$ cat config.mk
export PLATFORM = sky130hd
export DESIGN_NAME = input_port_unit
export DESIGN_NICKNAME = d
export VERILOG_FILES = /design/src/rtl/noc_pkg.sv /design/src/rtl/noc_sync_fifo.sv /design/src/rtl/input_port_unit.sv
export SDC_FILE = /design/constraint.sdc
export NUM_CORES = 1
export LEC_CHECK = 0
export ABC_AREA = 1
export BUFFER_PORTS_ARGS = -buffer_cell sky130_fd_sc_hd__buf_2
export CAP_MARGIN = 20
export CORE_MARGIN = 1.5
export CORE_UTILIZATION = 35
export DETAILED_ROUTE_END_ITERATION = 8
export PLACE_DENSITY = 0.51
export SETUP_SLACK_MARGIN = 0.4
export SYNTH_ARGS = -nofsm -noshare
export SYNTH_HDL_FRONTEND = slang
export SYNTH_SLANG_ARGS = --single-unit
$ cat constraint.sdc
create_clock -name clk -period 7.3 [get_ports clk]
set_input_delay 1.825 -clock clk [delete_from_list [all_inputs] [get_ports clk]]
set_output_delay 1.825 -clock clk [all_outputs]
set_load 0.1 [all_outputs]
$ cat src/rtl/noc_pkg.sv
// Shared NoC definitions: flit field positions, route label encodings and
// mesh coordinate width used by the router input stage.
package noc_pkg;

  // Flit field positions within a 40-bit flit
  localparam int SRC_MSB  = 39;
  localparam int SRC_LSB  = 36;
  localparam int DST_MSB  = 35;
  localparam int DST_LSB  = 32;
  localparam int TS_MSB   = 31;
  localparam int TS_LSB   = 24;
  localparam int TYPE_MSB = 1;
  localparam int TYPE_LSB = 0;

  // Mesh coordinates are 0..3 on each axis
  localparam int COORD_W = 2;

  // One-hot output direction labels; all-ones means no valid head flit
  localparam logic [3:0] LBL_W     = 4'b1000;
  localparam logic [3:0] LBL_N     = 4'b0100;
  localparam logic [3:0] LBL_E     = 4'b0010;
  localparam logic [3:0] LBL_S     = 4'b0001;
  localparam logic [3:0] LBL_LOCAL = 4'b0000;
  localparam logic [3:0] LBL_NONE  = 4'b1111;

endpackage

$ cat src/rtl/noc_sync_fifo.sv
// Synchronous show-ahead FIFO. The head entry is visible on rdata as soon
// as the FIFO is non-empty; rdata reads zero when empty. Storage is not
// reset, only pointers and count, so a reset flushes all contents.
module noc_sync_fifo #(
  parameter int DEPTH    = 8,
  parameter int WIDTH    = 3,
  parameter int DATASIZE = 40
) (
  input  logic                clk,
  input  logic                rst_n,
  input  logic                push,
  input  logic                pop,
  input  logic [DATASIZE-1:0] wdata,
  output logic [DATASIZE-1:0] rdata,
  output logic                full,
  output logic                empty,
  output logic [WIDTH:0]      count
);

  localparam logic [WIDTH-1:0] PTR_ONE  = 1;
  localparam logic [WIDTH:0]   CNT_ONE  = 1;
  localparam logic [WIDTH:0]   CNT_FULL = DEPTH[WIDTH:0];

  logic [DATASIZE-1:0] mem [DEPTH];
  logic [WIDTH-1:0]    wr_ptr;
  logic [WIDTH-1:0]    rd_ptr;
  logic                do_push;
  logic                do_pop;

  // Status is taken from the registered count only, so no input reaches full
  assign full    = (count == CNT_FULL);
  assign empty   = (count == '0);
  assign do_push = push & ~full;
  assign do_pop  = pop & ~empty;
  assign rdata   = empty ? '0 : mem[rd_ptr];

  // Flit storage write; data path carries no reset
  always_ff @(posedge clk) begin
    if (do_push) mem[wr_ptr] <= wdata;
  end

  // Pointer and occupancy bookkeeping; pointers wrap naturally at DEPTH
  always_ff @(posedge clk or negedge rst_n) begin
    if (!rst_n) begin
      wr_ptr <= '0;
      rd_ptr <= '0;
      count  <= '0;
    end else begin
      if (do_push) wr_ptr <= wr_ptr + PTR_ONE;
      if (do_pop)  rd_ptr <= rd_ptr + PTR_ONE;
      case ({do_push, do_pop})
        2'b10:   count <= count + CNT_ONE;
        2'b01:   count <= count - CNT_ONE;
        default: count <= count;
      endcase
    end
  end

endmodule

$ cat src/rtl/input_port_unit.sv
// Router input port: buffers flits, computes the XY route label of the head
// flit and presents it to the switch allocator. Optional statistics
// (flit_cnt, max_occ) are built when INPORT_STATS_EN is defined.
module input_port_unit
  import noc_pkg::*;
#(
  parameter int DEPTH    = 8,
  parameter int WIDTH    = 3,
  parameter int DATASIZE = 40,
  parameter int X_COORD  = 0,
  parameter int Y_COORD  = 0
) (
  input  logic                clk,
  input  logic                rst_n,
  input  logic                in_valid,
  input  logic [DATASIZE-1:0] in_data,
  output logic                full,
  input  logic                out_ready,
  output logic [3:0]          label,
  output logic [DATASIZE-1:0] data_out,
  output logic [WIDTH:0]      occupancy
`ifdef INPORT_STATS_EN
  ,
  output logic [15:0]         flit_cnt,
  output logic [WIDTH:0]      max_occ
`endif
);

  localparam logic [COORD_W-1:0] X_C = X_COORD[COORD_W-1:0];
  localparam logic [COORD_W-1:0] Y_C = Y_COORD[COORD_W-1:0];

  logic                      empty;
  logic                      push;
  logic                      pop;
  logic [DST_MSB-DST_LSB:0]  dst;
  logic [COORD_W-1:0]        dx;
  logic [COORD_W-1:0]        dy;

  assign push = in_valid & ~full;
  assign pop  = out_ready & ~empty;

  noc_sync_fifo #(
    .DEPTH    (DEPTH),
    .WIDTH    (WIDTH),
    .DATASIZE (DATASIZE)
  ) u_fifo (
    .clk   (clk),
    .rst_n (rst_n),
    .push  (push),
    .pop   (pop),
    .wdata (in_data),
    .rdata (data_out),
    .full  (full),
    .empty (empty),
    .count (occupancy)
  );

  assign dst = data_out[DST_MSB:DST_LSB];
  assign dx  = dst[2*COORD_W-1:COORD_W];
  assign dy  = dst[COORD_W-1:0];

  // XY routing: resolve the X axis completely before looking at Y
  always_comb begin
    label = LBL_LOCAL;
    if (empty)          label = LBL_NONE;
    else if (dx < X_C)  label = LBL_W;
    else if (dx > X_C)  label = LBL_E;
    else if (dy < Y_C)  label = LBL_N;
    else if (dy > Y_C)  label = LBL_S;
  end

`ifdef INPORT_STATS_EN
  localparam logic [WIDTH:0] CNT_ONE = 1;
  logic [WIDTH:0] occ_nxt;

  // Next-cycle count so the high-water mark tracks occupancy without lag
  always_comb begin
    occ_nxt = occupancy;
    case ({push, pop})
      2'b10:   occ_nxt = occupancy + CNT_ONE;
      2'b01:   occ_nxt = occupancy - CNT_ONE;
      default: occ_nxt = occupancy;
    endcase
  end

  // Popped-flit counter (saturating) and occupancy high-water mark
  always_ff @(posedge clk or negedge rst_n) begin
    if (!rst_n) begin
      flit_cnt <= '0;
      max_occ  <= '0;
    end else begin
      if (pop && flit_cnt != 16'hFFFF) flit_cnt <= flit_cnt + 16'd1;
      if (occ_nxt > max_occ)           max_occ  <= occ_nxt;
    end
  end
`endif

endmodule

### After elaboration in Yosys (flattened, before gate mapping)

Memory sizes are Yosys's and may differ from the RTL's.
Cells that the tools add are included.

| storage, ports and cells | value |
|---|---|
| output and inout port bits | 49 |
| input port bits | 44 |
| flip-flop bits (word level) | 10 |
| memories | 1 |
| RAM bits | 320 |

| operators by class | value |
|---|---|
| bitwise logic cells | 6 |
| order comparisons | 4 |
| add/subtract/negate cells | 4 |
| reductions and logical operators | 2 |
| equal/unequal tests | 3 |
| muxes and demuxes | 9 |

Memories:

| name | words | width | rd ports | clocked after memory_dff | wr ports | line | RTL |
|---|---|---|---|---|---|---|---|
| u_fifo.mem | 8 | 40 | 1 | 0 | 1 | noc_sync_fifo.sv:24 | `logic [DATASIZE-1:0] mem [DEPTH];` |

Operators by type and width:

| operator | number |
|---|---|
| two-way mux 40 bit | 1 |
| two-way mux 4 bit | 2 |
| case mux 4 bit (2 select lines) | 1 |
| adder 3 x 1 -> 3 bit, second input constant | 2 |
| two-way mux 3 bit | 2 |
| adder 4 x 1 -> 4 bit, second input constant | 1 |
| AND 1 bit | 4 |
| == test 4 bit, second input constant | 1 |
| > comparator 2 x 1 -> 1 bit, second input constant | 2 |
| zero test 4 bit | 1 |
| < comparator 2 x 1 -> 1 bit, second input constant | 2 |
| subtractor 4 x 1 -> 4 bit, second input constant | 1 |
| two-way mux 1 bit | 3 |
| == test 2 x 1 -> 1 bit, second input constant | 1 |
| == test 2 bit, second input constant | 1 |
| NOT 1 bit | 2 |
| nonzero test 2 bit | 1 |

### Depth between registers and ports, before layout

Gate-level depths: netlist of run 1.

| logic depth | value |
|---|---|
| depth in word-level cells | 8 |
| depth in mapped cells | 12 |
| gate-level depth less buffers | 10 |

### Cells and area by module

Synthesis of run 1 repeated with hierarchy kept, for this count alone.

| second synthesis, totals | value |
|---|---|
| cells, all modules | 1042 |
| area total of the unflattened synthesis | 13200.2 um^2 |

Modules (own cells, without submodules):

| module | instances | cells an instance | seq. area each (um^2) | area an instance (um^2) |
|---|---|---|---|---|
| noc_sync_fifo | 1 | 1028 | 9859.5 | 13137.6 |
| input_port_unit | 1 | 14 | 0.0 | 62.6 |

### Worst setup path after synthesis of run 1

Ideal clock, no wire load.

| timing | value |
|---|---|
| path kind | register to output |
| start point | register u_fifo.count[0] |
| end point | output port data_out[27] |
| stages on the path, launching flop included | 8 |
| arrival | 3.056 ns |
| data required time | 5.475 ns |
| path buffers | 1 |
| path slack | 2.419 ns |
| path through | dfrtp_1 > inv_1 > nand2_2 > nor2_4 > inv_2 > clkbuf_1 > o21ai_1 > nor2_1 |

| between the ends | value |
|---|---|
| cells in the longest elaborated chain, start to end | 2 |

RTL lines:

| what | line | RTL |
|---|---|---|
| start: declaration | noc_sync_fifo.sv:17 | `output logic [WIDTH:0] count` |
| start signal: assignment | noc_sync_fifo.sv:52 | `2'b10: count <= count + CNT_ONE;` |
| start signal: assignment | noc_sync_fifo.sv:53 | `2'b01: count <= count - CNT_ONE;` |
| start signal: assignment | noc_sync_fifo.sv:54 | `default: count <= count;` |
| zero test 4 bit | noc_sync_fifo.sv:32 | `assign empty = (count == '0);` |
| named net empty | input_port_unit.sv:32 | `logic empty;` |
| two-way mux 40 bit | noc_sync_fifo.sv:35 | `assign rdata = empty ? '0 : mem[rd_ptr];` |
| end: declaration | input_port_unit.sv:20 | `output logic [DATASIZE-1:0] data_out,` |

The timed path passes the listed nets, and every way through them passes these cells.

### Worst setup path in the final report of run 1

| timing | value |
|---|---|
| start point | register u_fifo.rd_ptr[0] |
| end point | output port label[0] |

| between the ends | value |
|---|---|
| cells in the longest elaborated chain, start to end | 8 |

RTL lines:

| what | line | RTL |
|---|---|---|
| start: declaration | noc_sync_fifo.sv:26 | `logic [WIDTH-1:0] rd_ptr;` |
| start signal: assignment | noc_sync_fifo.sv:50 | `if (do_pop) rd_ptr <= rd_ptr + PTR_ONE;` |
| memory (8 x 40 bit) (*) | -- |  |
| two-way mux 40 bit (*) | noc_sync_fifo.sv:35 |  |
| > comparator 2 x 1 -> 1 bit | input_port_unit.sv:69 | `else if (dy > Y_C) label = LBL_S;` |
| two-way mux 1 bit | input_port_unit.sv:69 |  |
| two-way mux 3 bit | input_port_unit.sv:68 | `else if (dy < Y_C) label = LBL_N;` |
| two-way mux 3 bit | input_port_unit.sv:67 | `else if (dx > X_C) label = LBL_E;` |
| two-way mux 4 bit (*) | input_port_unit.sv:66 | `else if (dx < X_C) label = LBL_W;` |
| two-way mux 4 bit (*) | input_port_unit.sv:65 | `if (empty) label = LBL_NONE;` |
| end: declaration | input_port_unit.sv:19 | `output logic [3:0] label,` |

Mark *: on every way between the ends. The rest lies on a longest branch, timed or not.

==> results of run 1 <==
## layout make-up
type                       count  area, sq um
sequential                   330         9870
inverter                      28          114
clock inverter                10         53.8
clock buffer                  51          978
tap                          504          631
multi-input combinational    593         2840
fill                        3487        21800
timing repair buffer         106          566
## path summary, 6_finish.rpt
path	end	cells past startpoint	slack (ns)
min in group asynchronous	u_fifo.count[2]$_DFFE_PN0P_	1	1.18
max	label[0]	10	1.74
min reg2reg	u_fifo.wr_ptr[0]$_DFFE_PN0P_	2	0.54
min	u_fifo.wr_ptr[0]$_DFFE_PN0P_	2	0.54
max reg2reg	u_fifo.rd_ptr[2]$_DFFE_PN0P_	4	4.71
max in group asynchronous	u_fifo.rd_ptr[0]$_DFFE_PN0P_	1	5.89
## registers in the layout, indices dropped and copies added, names as in the netlist
signal	count
u_fifo.mem	320
u_fifo.count	4
u_fifo.rd_ptr	3
u_fifo.wr_ptr	3
## cell usage in the layout (no fill, tap or decap), types with 16 or more instances in the layout
cell	count
edfxtp_1	320
nor2_1	230
o21ai_0	172
buf_2	92
o22ai_1	72
nand2_1	55
clkbuf_16	37
inv_1	24
nand3_1	19
o21ai_1	16
## cell families (layout without fill, tap and decap cells)
| logic type | count (synthesis) | after routing | synth area share [%] |
|---|---|---|---|
| buffers and inverters | 94 | 195 | 4.26 |
| adder cells (fa/ha/maj) | 5 | 5 | 0.474 |
| XOR/XNOR | 7 | 7 | 0.465 |
| flip-flops | 330 | 330 | 74.7 |
| AND/OR/NAND/NOR | 319 | 319 | 9.44 |
| AO/OA/AOI/OAI | 262 | 262 | 10.6 |
## cells in the mapped netlist, drive strengths merged
master    n
edfxtp  320
o21ai   189
nor3      1
nand2    58
or2       1
inv      28
o22ai    72
nand3    20
ha        5
clkbuf   26
buf      40
nor2    239
a21oi     1
xor2      7
dfrtp    10
## per-layer routing
metal  vias to the layer above  global-route usage, %
met5                         -                      0
met4                         2                   3.99
met3                        46                   2.66
met2                       165                   27.5
met1                      3964                   22.1
li1                       3832                      -
## tightest hold or removal path: cells and delay by family, from the launching register on
kind / cells / cell delay, ns
flip-flops: 1 / 0.39
AND/OR/NAND/NOR: 2 / 0.12
## stage by stage
stage                     cell area [sq um]  instances  hold slack, ns
final                                 15000       1622           0.541
after global routing                  15000       1622           0.581
after detailed placement              14000       1561           0.525
after floorplan                       13200       1017           0.493
after CTS                             15000       1622           0.543
after global placement                14000       1561           0.523
==> impl_metrics.py, run 1 <==
metrics = {
    "status": {
        "status": "finished clean",
    },
    "die": {
        "core_area_sq_um": 36900,
        "start_util_pct": 35.8,
        "die_h_microns": 197,
        "rows": 70,
        "dieArea_sq_um": 38900,
        "fp.dieW_microns": 197,
        "io_pins": 93,
    },
    "global_routing": {
        "grt_pass1_vias": 7837,
        "grt_usage_pct": 16.3,
        "antenna_found_initial": 1,
        "grt_pass1_wl_mm": 47.9,
        "gr-total-overflow": 0,
        "grt_max_degree": 161,
    },
    "clock_network": {
        "clk_path_buf_depth": 3,
        "cts_tree": "yes",
        "root_buffer": "clkbuf_16",
        "cts_hold_buf": 0,
        "clkLatencyLatePin_ns": 0.51,
        "numCtsBuffers": 36,
        "cts_num_sinks": 330,
        "clk_transition_reported_paths_ns": 0.06,
        "ctsResizeCount": 0,
        "cts_setup_buffers": 0,
        "ctsHtreeMaxLevel": 2,
    },
    "route": {
        "met3_length_mm": 1.26,
        "maxUsedRoutingLayer": "met5",
        "vias": 8009,
        "wl_met1_mm": 14.1,
        "routedWlPerCell_microns": 19.3,
        "routed_wl_mm": 31.3,
        "first_pass_iters": 5,
        "vias_per_cell": 4.94,
        "drtAntennaViolNets": 0,
        "drc": 0,
        "wl_met2_mm": 15.4,
        "drt-initial-drc-count": 504,
    },
    "timing": {
        "final_max_slew_viol_count": 0,
        "rsz0062_at_grt": "false",
        "period_needed_ns": 5.56,
        "tightest_slew_ns": 1.11,
        "hold_viol": 0,
        "finClkSkew_ns": 0.0141,
        "fin_crit_sh_pct": 76.1,
        "finalWorstSetupSlack_ns": 1.74,
        "tns_ns": 0,
        "max_freq_mhz": 180,
        "setup_viol": 0,
        "relSlewSlack_pct": 26.0,
    },
    "yosys": {
        "syn_nets": 1066,
        "synth_top_area_share_pct": 72.8,
        "synth_area_leaders": "edfxtp_1 (73%), nor2_1 (6.8%), o21ai_0 (6.5%)",
        "ys_ff_latch": 330,
        "yosysWarningCount": 0,
        "syn_area_sq_um": 13200,
        "ys_types": 28,
        "yosysSeqAreaShare_pct": 74.7,
        "synthCells": 1017,
        "yosys.area.top_type": "edfxtp_1",
        "synth.avg_cell_area_sq_um": 13.0,
    },
    "place": {
        "dpl.hpwl_mm": 15.2,
        "gp_congestion": 0.708,
        "io_buffer_count": 92,
        "pre_cts_ws_ns": 2.31,
    },
    "worst_setup_path": {
        "crit_required_ns": 5.48,
        "critPathTopFamily": "buffers and inverters",
        "path_common_cell": "nand2_1",
        "worst-path-buf-inv": 2,
        "cp_cell_sequence": "buf_4 -> nor2_1 -> nor2_1 -> o21ai_0 -> nand3_1 -> nand3_1 -> nand2_1 -> nand2_1 -> nand2_1 -> buf_2",
        "critical_path.startpoint": "u_fifo.rd_ptr[0]$_DFFE_PN0P_",
        "timing.rr.start": "u_fifo.rd_ptr[0]$_DFFE_PN0P_",
        "cp_max_fo": 95,
        "critical_path_class": "register to output port",
        "cp_slowest_cell": "dfrtp_4",
        "worstSetupStartpointType": "register",
        "worstSetupEndpointType": "output port",
        "max_stage_delay_ns": 1.08,
        "crit_arrival_ns": 3.73,
    },
    "finish": {
        "utilization_pct": 40.8,
        "nNetsFinal": 1144,
        "n_antenna_cell": 0,
        "drive_gt1_share_pct": 15.3,
        "area_delta_synth_final_pct": 14.0,
    },
    "hold_path": {
        "hold_class": "register to register",
        "hold_path.startpoint": "u_fifo.wr_ptr[0]$_DFFE_PN0P_",
    },
    "run": {
        "max-cap-violations": 0,
    },
}
Power of run 1 is left out: the tool's default activity adds up to more than one toggle a clock period on the data nets, which glitch-free logic cannot reach.
==> run 2: changes to the inputs <==
==> constraint.sdc (replaced) <==
create_clock -name clk -period 5.3 [get_ports clk]
set_input_delay 1.325 -clock clk [delete_from_list [all_inputs] [get_ports clk]]
set_output_delay 1.325 -clock clk [all_outputs]
set_load 0.1 [all_outputs]
==> run 2 against run 1 <==
First-iteration DRC count is 14% higher. Clock skew increased by 0.0033 ns. Cell area grew 0.71%. Critical endpoint is now data_out[25].
==> impl_metrics.py, run 2 (same netlist as run 1, synthesis figures left out) <==
metrics = {
    "hold_path": {
        "hold_class": "register to register",
        "min_path_cells": 2,
    },
    "worst_setup_path": {
        "cp_max_fo": 83,
        "crit_end": "data_out[25]",
        "critical_path.startpoint": "u_fifo.rd_ptr[1]$_DFFE_PN0P_",
        "timing.rr.start": "u_fifo.count[2]$_DFFE_PN0P_",
        "cp_num_cells": 6,
        "crit_required_ns": 3.97,
        "critPathTopFamily": "buffers and inverters",
        "cp_cell_sequence": "buf_4 -> o21ai_0 -> o22ai_1 -> o21ai_0 -> nor2_1 -> buf_2",
        "reg2reg_slack_ns": 2.68,
        "worstSetupEndpointType": "output port",
        "rr_endpoint": "u_fifo.mem[2][27]$_DFFE_PP_",
        "crit_arrival_ns": 2.89,
        "path_common_cell": "o21ai_0",
        "worstSetupStartpointType": "register",
        "reg2reg_depth": 6,
        "max_stage_delay_ns": 0.78,
        "worst-path-buf-inv": 2,
        "critical_path_class": "register to output port",
        "cp_slowest_cell": "buf_4",
    },
    "finish": {
        "largest_reg_flops": 320,
        "drive_gt1_share_pct": 15.2,
        "area_delta_synth_final_pct": 14.8,
        "mostFrequentLayoutCells": "edfxtp_1 (320), nor2_1 (230), o21ai_0 (172), buf_2 (92), o22ai_1 (72)",
        "final_common_cell": "edfxtp_1",
        "largestRegisters": "u_fifo.mem: 320 flops, u_fifo.count: 4 flops",
        "largest_register": "u_fifo.mem",
        "nNetsFinal": 1146,
    },
    "global_routing": {
        "grt_max_degree": 163,
        "antenna_found_initial": 3,
        "grt_usage_pct": 16.2,
        "gr-total-overflow": 0,
        "grt_pass1_vias": 7778,
        "grt_pass1_wl_mm": 47.5,
    },
    "clock_network": {
        "clk_path_buf_depth": 3,
        "clk_transition_reported_paths_ns": 0.06,
        "numCtsBuffers": 37,
        "ctsHtreeMaxLevel": 2,
        "cts_num_sinks": 330,
        "clkLatencyLatePin_ns": 0.52,
        "root_buffer": "clkbuf_16",
        "cts_setup_buffers": 0,
        "cts_hold_buf": 0,
        "ctsResizeCount": 0,
        "cts_tree": "yes",
    },
    "route": {
        "vias_per_cell": 4.96,
        "drtAntennaViolNets": 0,
        "drt-initial-drc-count": 577,
        "drc": 0,
        "routedWlPerCell_microns": 19.5,
        "first_pass_iters": 5,
        "vias": 8075,
        "routed_wl_mm": 31.7,
    },
    "run": {
        "max-cap-violations": 0,
    },
    "place": {
        "io_buffer_count": 92,
        "gp_congestion": 0.697,
        "dpl.hpwl_mm": 15.7,
    },
    "timing": {
        "relSlewSlack_pct": 33.5,
        "rsz0062_at_grt": "false",
        "tightest_slew_ns": 0.997,
        "final_max_slew_viol_count": 0,
        "finClkSkew_ns": 0.0175,
        "period_needed_ns": 4.22,
        "setup_viol": 0,
        "hold_viol": 0,
        "tns_ns": 0,
        "fin_crit_sh_pct": 79.5,
        "max_freq_mhz": 237,
    },
    "die": {
        "dieArea_sq_um": 38900,
        "start_util_pct": 35.8,
        "rows": 70,
        "io_pins": 93,
        "die_h_microns": 197,
        "core_area_sq_um": 36900,
        "fp.dieW_microns": 197,
    },
    "status": {
        "status": "finished clean",
    },
}
==> run 2: cell types whose count changed in the layout (fill, tap and decap cells not counted), moves of 2 or more <==
cell	before	now
clkbuf_1	14	12
clkbuf_16	37	39
diode_2	0	2
clkinv_2	6	1
buf_12	0	2
clkinv_1	4	11
==> run 2: worst min-delay path by stage <==
stage                                      start                           end  slack, ns
finish              u_fifo.wr_ptr[0]$_DFFE_PN0P_  u_fifo.wr_ptr[0]$_DFFE_PN0P_       0.54
global route        u_fifo.wr_ptr[0]$_DFFE_PN0P_  u_fifo.wr_ptr[0]$_DFFE_PN0P_       0.57
global placement    u_fifo.wr_ptr[0]$_DFFE_PN0P_  u_fifo.wr_ptr[0]$_DFFE_PN0P_       0.52
floorplan           u_fifo.wr_ptr[0]$_DFFE_PN0P_  u_fifo.wr_ptr[0]$_DFFE_PN0P_       0.49
CTS                 u_fifo.wr_ptr[0]$_DFFE_PN0P_  u_fifo.wr_ptr[0]$_DFFE_PN0P_       0.55
detailed placement  u_fifo.wr_ptr[0]$_DFFE_PN0P_  u_fifo.wr_ptr[0]$_DFFE_PN0P_       0.54
==> run 2: stage by stage <==
step / setup slack (ns) / instance area, sq um / instances / util [%] / hold WS (ns)
floorplan: 0.919 / 13200 / 1017 / - / 0.493
global placement: 1.60 / 14000 / 1562 / 38.1 / 0.521
detailed placement: 1.56 / 14000 / 1562 / 38.1 / 0.536
CTS: 1.02 / 15100 / 1626 / 41.1 / 0.551
global route: 0.833 / 15100 / 1627 / 41.1 / 0.565
finish: 1.08 / 15100 / 1628 / 41.1 / 0.543
==> run 2: worst reg2reg max path, stage by stage, from the launching register on <==
cell     delay [ns]
dfrtp_1        0.42
nor2_1         0.08
nand2_2        0.12
o21ai_2        0.11
or2_2          0.40
nor2_4         0.53
buf_4          0.57
==> run 2: routing by layer <==
| metal | up-vias | part of all wire (%) | track usage, % |
|---|---|---|---|
| met5 | - | 0.038 | 0 |
| met4 | 2 | 1.8 | 4.33 |
| met3 | 41 | 4.1 | 2.44 |
| met2 | 174 | 49 | 27.5 |
| met1 | 4011 | 45 | 21.8 |
| li1 | 3847 | - | - |
==> run 2: area by class of cell <==
| type | count | area [sq um] |
|---|---|---|
| Timing Repair Buffer | 107 | 598 |
| Antenna cell | 2 | 5.00 |
| Clock buffer | 51 | 1020 |
| Inverter | 28 | 113 |
| Clock inverter | 13 | 81.3 |
| Tap cell | 504 | 631 |
| Multi-Input combinational cell | 593 | 2840 |
| Sequential cell | 330 | 9870 |
| Fill cell | 3437 | 21700 |
Power of run 2 is left out for the same reason.
==> run 3: changes to the inputs <==
--- a/config.mk
+++ b/config.mk
@@ -5,7 +5,7 @@
 export SDC_FILE = /design/constraint.sdc
 export NUM_CORES = 1
 export LEC_CHECK = 0
-export ABC_AREA = 1
+export ABC_AREA = 0
 export BUFFER_PORTS_ARGS = -buffer_cell sky130_fd_sc_hd__buf_2
 export CAP_MARGIN = 20
 export CORE_MARGIN = 1.5
==> constraint.sdc (replaced) <==
create_clock -name clk -period 4.25 [get_ports clk]
set_input_delay 1.0625 -clock clk [delete_from_list [all_inputs] [get_ports clk]]
set_output_delay 1.0625 -clock clk [all_outputs]
set_load 0.1 [all_outputs]
==> run 3 against run 2 <==
Critical endpoint is now label[0]. Worst setup slack lost 0.58 ns. Global-route usage shrank 0.82 points. Die area shrank 2.6%. Clock-buffer cell count shrank 7.
==> impl_metrics.py, run 3 <==
metrics = {
    "status": {
        "status": "finished clean",
    },
    "hold_path": {
        "hold_class": "input port to asynchronous set/reset pin",
    },
    "worst_setup_path": {
        "worst-path-buf-inv": 2,
        "crit_end": "label[0]",
        "critical_path_class": "register to output port",
        "cp_cell_sequence": "buf_12 -> o311ai_2 -> nor2_1 -> nor4_4 -> a31o_1 -> buf_4",
        "rr_endpoint": "u_fifo.mem[3][39]$_DFFE_PP_",
        "reg2reg_slack_ns": 1.45,
        "max_stage_delay_ns": 0.61,
        "worstSetupStartpointType": "register",
        "cp_num_cells": 6,
        "reg2reg_depth": 5,
        "crit_arrival_ns": 2.68,
        "worstSetupEndpointType": "output port",
        "timing.rr.start": "u_fifo.count[1]$_DFFE_PN0P_",
        "crit_required_ns": 3.19,
        "cp_slowest_cell": "dfrtp_4",
        "cp_max_fo": 27,
        "critical_path.startpoint": "u_fifo.rd_ptr[1]$_DFFE_PN0P_",
        "critPathTopFamily": "flip-flops",
    },
    "clock_network": {
        "root_buffer": "clkbuf_16",
        "cts_tree": "yes",
        "cts_num_sinks": 330,
        "ctsHtreeMaxLevel": 2,
        "numCtsBuffers": 36,
        "clk_path_buf_depth": 3,
        "clkLatencyLatePin_ns": 0.51,
        "clk_transition_reported_paths_ns": 0.06,
    },
    "finish": {
        "mostFrequentLayoutCells": "edfxtp_1 (320), buf_2 (91), nand2_1 (84), mux4_2 (80), clkbuf_16 (37)",
        "final_common_cell": "edfxtp_1",
        "nNetsFinal": 798,
        "largest_register": "u_fifo.mem",
        "final_cells": 1240,
        "final_area_sq_um": 15200,
        "area_delta_synth_final_pct": 18.7,
        "multiInputGateArea_sq_um": 2900,
        "drive_gt1_share_pct": 35.3,
        "largest_reg_flops": 320,
        "seq_area_sq_um": 9870,
        "fillers": 3131,
        "largestRegisters": "u_fifo.mem: 320 flops, u_fifo.count: 4 flops",
    },
    "route": {
        "wl_met2_mm": 14.0,
        "wl_met1_mm": 12.7,
        "first_pass_iters": 4,
        "met3_length_mm": 1.43,
        "vias_per_cell": 5.11,
        "routedWlPerCell_microns": 23.1,
        "drt-initial-drc-count": 564,
        "drc": 0,
        "vias": 6336,
        "maxUsedRoutingLayer": "met5",
        "routed_wl_mm": 28.7,
        "drtAntennaViolNets": 0,
    },
    "yosys": {
        "yosysSeqAreaShare_pct": 76.8,
        "synth_ff_type": "edfxtp_1",
        "yosysMostFrequentCell": "edfxtp_1",
        "yosys.area.top_type": "edfxtp_1",
        "ys_ff_latch": 330,
        "ys_types": 36,
        "synth_area_leaders": "edfxtp_1 (75%), mux4_2 (14%), nand2_1 (2.5%)",
        "syn_area_sq_um": 12800,
        "synth.avg_cell_area_sq_um": 20.2,
        "synthCells": 636,
        "yosysWarningCount": 0,
        "syn_nets": 685,
        "synth_edf_count": 320,
        "async_flop_share_pct": 3.03,
        "synth_top_area_share_pct": 74.8,
        "ys_top_cells_by_count": "edfxtp_1 (320), nand2_1 (84), mux4_2 (80)",
    },
    "global_routing": {
        "grt_max_degree": 49,
        "grt_pass1_vias": 6829,
        "gr-total-overflow": 0,
        "grt_usage_pct": 15.4,
        "antenna_found_initial": 5,
        "grt_pass1_wl_mm": 43.4,
    },
    "die": {
        "die_h_microns": 195,
        "rows": 69,
        "io_pins": 93,
        "core_area_sq_um": 35800,
        "dieArea_sq_um": 37900,
        "fp.dieW_microns": 195,
        "start_util_pct": 35.9,
    },
    "run": {
        "max-cap-violations": 0,
    },
    "timing": {
        "tightest_slew_ns": 0.760,
        "finClkSkew_ns": 0.0176,
        "setup_viol": 0,
        "rsz0062_at_grt": "false",
        "period_needed_ns": 3.74,
        "fin_crit_sh_pct": 88.0,
        "final_max_slew_viol_count": 0,
        "finalWorstSetupSlack_ns": 0.508,
        "tns_ns": 0,
        "max_freq_mhz": 267,
        "hold_viol": 0,
        "relSlewSlack_pct": 49.3,
    },
    "place": {
        "place_inst": 1169,
        "pre_cts_ws_ns": 0.593,
        "dpl.hpwl_mm": 15.2,
        "io_buffer_count": 92,
        "gp_congestion": 0.757,
        "place_area_sq_um": 14000,
    },
}
[run 3: logic make-up after synthesis]
kind of cell | after synthesis | synth area share, %
compound gates | 45 | 1.97
xor+xnor | 8 | 0.546
fa+ha+maj | 5 | 0.487
buf+inv | 39 | 1.70
flops | 330 | 76.8
mux | 84 | 14.4
simple gates | 125 | 4.15
[run 3: through the flow]
step	util (%)	hold WS, ns
2_1_floorplan	-	0.487
3_3_place_gp	39.1	0.507
3_5_place_dp	39.1	0.535
4_1_cts	42.5	0.396
5_1_grt	42.5	0.405
6_report	42.6	0.407
[run 3: metal layers]
layer	up-vias	global-route usage, %
met4	6	3.59
met1	3340	21.0
met5	-	0
li1	2798	-
met2	153	25.4
met3	39	3.26
[run 3: how the worst min path moves through the flow]
stage / startpoint / end / slack (ns) / cells after the start
floorplan: u_fifo.wr_ptr[0]$_DFFE_PN0P_ / u_fifo.wr_ptr[0]$_DFFE_PN0P_ / 0.49 / 2
global placement: u_fifo.wr_ptr[0]$_DFFE_PN0P_ / u_fifo.wr_ptr[0]$_DFFE_PN0P_ / 0.51 / 2
detailed placement: u_fifo.wr_ptr[0]$_DFFE_PN0P_ / u_fifo.wr_ptr[0]$_DFFE_PN0P_ / 0.54 / 2
CTS: rst_n / u_fifo.count[2]$_DFFE_PN0P_ / 0.40 / 1
global route: rst_n / u_fifo.count[2]$_DFFE_PN0P_ / 0.40 / 1
finish: rst_n / u_fifo.rd_ptr[0]$_DFFE_PN0P_ / 0.41 / 1
[run 3: area by class of cell]
type	count	share of cell area, %
flip-flops and latches	330	64.7
multi-input cells	267	19.0
clock buffers	44	6.24
repair buffers	110	4.76
well taps	461	3.78
clock inverters	22	1.39
inverters	4	0.0985
diodes	2	0.0328
[run 3: timing repair]
action,in CTS,in global routing
hold buffers,0,0
setup endpoints to repair,32,2
setup buffers,3,0
gates resized for setup,2,1
Power of run 3 is left out for the same reason.
